==> src/rtl/pri_rr_arb_pkg.sv <==
// pri_pkg: shared types and constants for the pri_rr_arb arbiter.
//   mode_t        - arbitration mode (fixed priority / round-robin)
//   DEFAULT_WIDTH - default request vector width
//   wrap_inc      - modulo increment used for the round-robin pointer
package pri_pkg;

    typedef enum logic {
        PRI_FIXED = 1'b0,
        PRI_RR    = 1'b1
    } mode_t;

    localparam int unsigned DEFAULT_WIDTH = 8;

    // (v + 1) mod width, correct for any width, not only powers of two.
    function automatic int unsigned wrap_inc(input int unsigned v, input int unsigned width);
        if (v + 1 >= width) begin
            return 0;
        end
        return v + 1;
    endfunction

endpackage

==> src/rtl/pri_rr_arb_if.sv <==
// pri_rr_arb_if: request/grant handshake bundle for pri_rr_arb.
//   mode_i        - arbitration mode, sampled with each accepted request
//   req_valid_i   - request vector valid
//   req_ready_o   - arbiter can accept a request this cycle
//   req_i         - request bits, bit k = requester k
//   grant_valid_o - result valid
//   grant_ready_i - downstream accepts the result
//   grant_o       - one-hot grant (zero when nothing requested)
//   idx_o         - binary index of granted bit
//   none_o        - accepted request vector was all-zero
// Modport slave is the arbiter side, master is the requester/consumer side.
interface pri_rr_arb_if #(
    parameter int unsigned WIDTH = pri_pkg::DEFAULT_WIDTH,
    parameter int unsigned IDX_W = $clog2(WIDTH)
);
    import pri_pkg::*;

    mode_t              mode_i;
    logic               req_valid_i;
    logic               req_ready_o;
    logic [WIDTH-1:0]   req_i;
    logic               grant_valid_o;
    logic               grant_ready_i;
    logic [WIDTH-1:0]   grant_o;
    logic [IDX_W-1:0]   idx_o;
    logic               none_o;

    modport slave (
        input  mode_i,
        input  req_valid_i,
        input  req_i,
        input  grant_ready_i,
        output req_ready_o,
        output grant_valid_o,
        output grant_o,
        output idx_o,
        output none_o
    );

    modport master (
        output mode_i,
        output req_valid_i,
        output req_i,
        output grant_ready_i,
        input  req_ready_o,
        input  grant_valid_o,
        input  grant_o,
        input  idx_o,
        input  none_o
    );

endinterface

==> src/rtl/pri_rr_arb_rot_nb.sv <==
// pri_rot_nb: combinational find-first-set starting at a given index.
// Scans ascending indices from start, wrapping from WIDTH-1 to 0.
//   req    - request vector
//   start  - first index to examine (must be < WIDTH)
//   onehot - one-hot winner, zero when no bit is set
//   idx    - binary index of winner, zero when no bit is set
//   none   - no bit of req is set
module pri_rot_nb #(
    parameter int unsigned WIDTH = pri_pkg::DEFAULT_WIDTH,
    parameter int unsigned IDX_W = $clog2(WIDTH)
) (
    input  logic [WIDTH-1:0] req,
    input  logic [IDX_W-1:0] start,
    output logic [WIDTH-1:0] onehot,
    output logic [IDX_W-1:0] idx,
    output logic             none
);

    int unsigned pos;

    always_comb begin
        onehot = '0;
        idx    = '0;
        none   = 1'b1;
        pos    = 0;
        for (int unsigned i = 0; i < WIDTH; i++) begin
            pos = 32'(start) + i;
            if (pos >= WIDTH) begin
                pos = pos - WIDTH;
            end
            // 'none' doubles as the "not found yet" flag so only the first hit wins.
            if (none && req[pos[IDX_W-1:0]]) begin
                onehot[pos[IDX_W-1:0]] = 1'b1;
                idx                    = pos[IDX_W-1:0];
                none                   = 1'b0;
            end
        end
    end

endmodule

==> src/rtl/pri_rr_arb.sv <==
// pri_rr_arb: fixed-priority / round-robin arbiter with valid/ready
// handshakes on both sides and a one-cycle registered result.
//   clk_i - clock, all state updates on rising edge
//   rst_i - asynchronous active-high reset
//   bus   - pri_rr_arb_if slave modport (request in, grant out)
module pri_rr_arb #(
    parameter int unsigned WIDTH = pri_pkg::DEFAULT_WIDTH,
    parameter int unsigned IDX_W = $clog2(WIDTH)
) (
    input  logic            clk_i,
    input  logic            rst_i,
    pri_rr_arb_if.slave     bus
);
    import pri_pkg::*;

    logic [IDX_W-1:0] ptr_q;
    logic             grant_valid_q;
    logic [WIDTH-1:0] grant_q;
    logic [IDX_W-1:0] idx_q;
    logic             none_q;

    logic             ready;
    logic             accept;

    logic [WIDTH-1:0] fix_onehot;
    logic [IDX_W-1:0] fix_idx;
    logic             fix_none;
    logic [WIDTH-1:0] rr_onehot;
    logic [IDX_W-1:0] rr_idx;
    logic             rr_none;

    logic [WIDTH-1:0] sel_onehot;
    logic [IDX_W-1:0] sel_idx;
    logic             sel_none;
    logic             sel_rr;
    logic [IDX_W-1:0] ptr_next;

    // Fixed priority is just a scan starting at index 0.
    pri_rot_nb #(
        .WIDTH (WIDTH),
        .IDX_W (IDX_W)
    ) u_fix (
        .req    (bus.req_i),
        .start  ('0),
        .onehot (fix_onehot),
        .idx    (fix_idx),
        .none   (fix_none)
    );

    pri_rot_nb #(
        .WIDTH (WIDTH),
        .IDX_W (IDX_W)
    ) u_rr (
        .req    (bus.req_i),
        .start  (ptr_q),
        .onehot (rr_onehot),
        .idx    (rr_idx),
        .none   (rr_none)
    );

    always_comb begin
        ready      = !grant_valid_q || bus.grant_ready_i;
        accept     = bus.req_valid_i && ready;
        sel_rr     = (bus.mode_i == PRI_RR);
        sel_onehot = sel_rr ? rr_onehot : fix_onehot;
        sel_idx    = sel_rr ? rr_idx    : fix_idx;
        sel_none   = sel_rr ? rr_none   : fix_none;
        ptr_next   = IDX_W'(wrap_inc(32'(rr_idx), WIDTH));
    end

    always_ff @(posedge clk_i or posedge rst_i) begin
        if (rst_i) begin
            ptr_q         <= '0;
            grant_valid_q <= 1'b0;
            grant_q       <= '0;
            idx_q         <= '0;
            none_q        <= 1'b0;
        end else if (accept) begin
            // Covers both a fresh load and a back-to-back transfer+load.
            grant_valid_q <= 1'b1;
            grant_q       <= sel_onehot;
            idx_q         <= sel_idx;
            none_q        <= sel_none;
            if (sel_rr && !rr_none) begin
                ptr_q <= ptr_next;
            end
        end else if (bus.grant_ready_i) begin
            grant_valid_q <= 1'b0;
        end
    end

    assign bus.req_ready_o   = ready;
    assign bus.grant_valid_o = grant_valid_q;
    assign bus.grant_o       = grant_q;
    assign bus.idx_o         = idx_q;
    assign bus.none_o        = none_q;

endmodule

==> src/flat_wrapper.sv <==
// flat-port wrapper written by rule: the top's interface ports become plain ports
module pri_rr_arb_flat import pri_pkg::*;
#(
    parameter int unsigned WIDTH = pri_pkg::DEFAULT_WIDTH,
    parameter int unsigned IDX_W = $clog2(WIDTH)
)
  (clk_i, rst_i, bus_mode_i, bus_req_valid_i, bus_req_i, bus_grant_ready_i, bus_req_ready_o, bus_grant_valid_o, bus_grant_o, bus_idx_o, bus_none_o);
  pri_rr_arb_if #(.WIDTH(WIDTH), .IDX_W(IDX_W)) bus_i ();
  input  logic clk_i;
  input  logic rst_i;
  input wire logic [$bits(bus_i.mode_i)-1:0] bus_mode_i;
  input wire logic [$bits(bus_i.req_valid_i)-1:0] bus_req_valid_i;
  input wire logic [$bits(bus_i.req_i)-1:0] bus_req_i;
  input wire logic [$bits(bus_i.grant_ready_i)-1:0] bus_grant_ready_i;
  output wire logic [$bits(bus_i.req_ready_o)-1:0] bus_req_ready_o;
  output wire logic [$bits(bus_i.grant_valid_o)-1:0] bus_grant_valid_o;
  output wire logic [$bits(bus_i.grant_o)-1:0] bus_grant_o;
  output wire logic [$bits(bus_i.idx_o)-1:0] bus_idx_o;
  output wire logic [$bits(bus_i.none_o)-1:0] bus_none_o;
  assign bus_i.mode_i = bus_mode_i;
  assign bus_i.req_valid_i = bus_req_valid_i;
  assign bus_i.req_i = bus_req_i;
  assign bus_i.grant_ready_i = bus_grant_ready_i;
  assign bus_req_ready_o = bus_i.req_ready_o;
  assign bus_grant_valid_o = bus_i.grant_valid_o;
  assign bus_grant_o = bus_i.grant_o;
  assign bus_idx_o = bus_i.idx_o;
  assign bus_none_o = bus_i.none_o;
  pri_rr_arb #(.WIDTH(WIDTH), .IDX_W(IDX_W)) u_core (.clk_i(clk_i), .rst_i(rst_i), .bus(bus_i));
endmodule
==> config.mk <==
export PLATFORM = sky130hd
export DESIGN_NAME = pri_rr_arb_flat
export DESIGN_NICKNAME = d
export VERILOG_FILES = /design/src/rtl/pri_rr_arb_pkg.sv /design/src/rtl/pri_rr_arb_if.sv /design/src/rtl/pri_rr_arb_rot_nb.sv /design/src/rtl/pri_rr_arb.sv /design/src/flat_wrapper.sv
export SDC_FILE = /design/constraint.sdc
export NUM_CORES = 1
export LEC_CHECK = 0
export CELL_PAD_IN_SITES_DETAIL_PLACEMENT = 2
export CELL_PAD_IN_SITES_GLOBAL_PLACEMENT = 2
export CORE_ASPECT_RATIO = 0.9
export CORE_MARGIN = 10
export CORE_UTILIZATION = 34
export DETAILED_ROUTE_END_ITERATION = 6
export PLACE_DENSITY_LB_ADDON = 0.08
export SYNTH_ARGS = -nofsm -noshare
export SYNTH_HDL_FRONTEND = slang
export SYNTH_HIERARCHICAL = 1
export SYNTH_SLANG_ARGS = --single-unit
==> constraint.sdc <==
create_clock -name clk_i -period 4.2 [get_ports clk_i]
set_clock_uncertainty 0.05 [all_clocks]
set_input_delay 1.05 -clock clk_i [delete_from_list [all_inputs] [get_ports clk_i]]
set_output_delay 1.05 -clock clk_i [all_outputs]
set_load 0.1 [all_outputs]
==> flow_summary.ini <==
[min_path]
hp-start = u_core/bus.idx_o[0]$_DFFE_PP0P_
holdPathStages = 2
hp-class = flop to flop

[timing]
worst_slew_pin_slew_ns = 0.9846
finalCriticalPeriod_ns = 4.019
maxSlewHeadroom_pct = 34.15
setup_slack_ns = 0.1811
rsz0062_at_grt = no
setup_violations = 0
fmax_mhz = 248.8
period_share_pct = 95.69
final-hold-violation-count = 0
finalMaxSlewViolations = 0

[drt]
vias = 3267
drtIter0Drc = 138
routed_wl_um = 11880
wire_per_inst_um = 21.40
first_pass_iters = 5
wl_met2_um = 6066
wl_met3_um = 239
via_per_inst = 5.886
met1_length_um = 5506
drc = 0
top_layer_used = met4
ant_nets = 0

[die]
core_um2 = 9166
dieArea_um2 = 13710
num_rows = 33
io_pins = 27
die_x_um = 122.3
die_height_um = 112.1
start_util_pct = 34.94

[setup_path]
cp-start-kind = input port
cpMostUsedCell = mux2i_2
cp_max_fo = 7
path_class = input port to flop
worstSetupEndpointType = flop
critical_path_arrival_ns = 4.13
rr_worst_depth = 12
reg2reg_from = u_core/ptr_q[1]$_DFFE_PP0P_
critical-path-slowest-cell = or4_4
required_ns = 4.31
path_cells = dlygate4sd2_1 -> mux2_1 -> mux4_2 -> or3b_4 -> buf_6 -> or4_4 -> a21o_1 -> mux2i_2 -> mux2_4 -> mux2i_2 -> a31oi_1
max_stage_delay_ns = 0.50
crit_start = bus_req_i[1]

[cells_and_area]
antenna_cells = 0
final_area_um2 = 4080
area_delta_synth_final_pct = 27.38
drive_above_1_share_pct = 27.94
nets = 460

[cts]
cts_tree = done
clkSlewWorstSetupHoldPaths_ns = 0.07
cts.sinks = 16
clk_latency_ns = 0.25
clock_path_buffers = 2
cts_max_level = 1
ctsRootBufferMaster = clkbuf_8
cts_hold_buffers = 0
cts_buffers = 3

[yosys]
ys_ff_latch = 16
synth_edf_count = 0
ys_seq_area_share_pct = 12.50
ys_warn_count = 6
dominantRegCellSynth = dfrtp_1
async_flop_share_pct = 100.0
syn_area_um2 = 3203
avgSynthCellArea_um2 = 8.997
yosysUniqueCellTypes = 68
netlist_instances = 356

[placed_design]
dp_slack_ns = -0.3131
dp.final_hpwl_um = 9300
placed_area_um2 = 3925
io_buffers = 26
place_congestion = 0.8390

[global_routing]
grt_pass1_vias = 3390
grt_start_max_net_pins = 28
grt_antenna_before_repair = 0
grt_use_total_pct = 16.64
gr-total-overflow = 0
grt_pass1_wl_um = 18920

[power_and_ir_drop]
p_leak_uw = 0.001830
totalPowerFinal_uw = 3276
power_density_nw_per_um2 = 802.8
peakVddDrop_v = 0.0002967

[flow_run]
maxCapViolations = 0

[outcome]
status = finished clean
logic make-up after synthesis:
| logic type | synth area share (%) |
|---|---|
| adder cells (fa/ha/maj) | 5.078 |
| multiplexers | 35.39 |
| AO/OA/AOI/OAI | 21.68 |
| buffers and inverters | 6.992 |
| other | 0.1171 |
| flip-flops | 12.50 |
| XOR/XNOR | 1.914 |
| AND/OR/NAND/NOR | 16.33 |
what timing repair did:
action,CTS,global route
resized for setup,7,18
pin swaps,1,6
buffers inserted,1,5
endpoints found under the setup margin,4,11
flip-flops by register name (all words and copies together) (netlist names):
name,count
u_core/bus.none_o,1
u_core/bus.grant_o,8
u_core/ptr_q,3
u_core/bus.idx_o,3
u_core/bus.grant_valid_o,1
area by class of cell:
type                       count  area (um^2)
fill                        1020         5086
multi-input combinational    307         2658
timing repair buffer          88        747.0
sequential                    16        400.4
tap                          122        152.6
inverter                      18        67.56
clock buffer                   4        55.05
power by group:
part	internal (uW)	switching, uW
clock	83.1	53.4
sequential	211	45.7
combinational	1210	1670
cell usage after synthesis, types with 9 or more instances:
master	number	share of area, %
mux2i_1	44	14
mux4_2	14	9.8
mux2_2	9	3.2
a21oi_1	25	3.9
ha_1	13	5.1
o21ai_0	15	2.3
inv_1	16	1.9
a31oi_1	18	3.5
nor3_1	14	2.2
nor2_1	23	2.7
dfrtp_1	16	12
nand2_1	26	3.0
final timing paths:
check,endpoint,slack (ns)
setup / recovery,u_core/bus.grant_o[1]$_DFFE_PP0P_,0.18
hold / removal,u_core/bus.idx_o[0]$_DFFE_PP0P_,0.52
setup reg to reg,u_core/bus.grant_o[1]$_DFFE_PP0P_,0.40
hold reg to reg,u_core/bus.idx_o[0]$_DFFE_PP0P_,0.52
max in group asynchronous,u_core/bus.grant_o[3]$_DFFE_PP0P_,2.58
min in group asynchronous,u_core/bus.grant_valid_o$_DFFE_PP0P_,1.13
through the flow:
stage          std cells  utilization, %  hold WS [ns]    TNS [ns]
6_report             555           44.51        0.5154           0
4_1_cts              550           43.53        0.5243  -0.0007181
5_1_grt              555           44.51        0.5605           0
2_1_floorplan        366               -        0.5086           0
3_5_place_dp         545           42.82        0.4997      -2.449
3_3_place_gp         545           42.82        0.4931      -1.521
layer usage:
layer | global-route usage (%) | vias to the layer above
li1 | - | 1524
met5 | 0 | -
met1 | 22.00 | 1696
met4 | 2.041 | 0
met3 | 1.202 | 8
met2 | 29.48 | 39
worst max-delay path: cells and delay by family:
family,cells,cell delay [ns]
buffers and inverters,2,0.46
AOI/OAI and AO/OA,2,0.43
and+or+nand+nor,2,0.93
muxes,5,1.25
placed cells by master (no fill, tap or decap), types with 3 or more instances in the layout:
cell,n
mux4_2,17
a31oi_1,18
xor2_1,4
conb_1,11
mux2i_2,4
inv_1,16
ha_1,13
clkbuf_8,4
clkdlybuf4s50_1,17
nor2_1,23
a21boi_2,4
nand3_1,6
nor3_1,12
dfrtp_1,16
buf_4,61
xnor2_1,3
nand2_1,26
mux2i_1,41
mux2_1,4
o21ai_0,15
mux2_2,7
and3_1,4
mux2_4,8
o22a_1,3
a222oi_1,6
dlymetal6s2s_1,7
a211oi_1,3
a21oi_1,25
(Power assumes the default switching activity.)
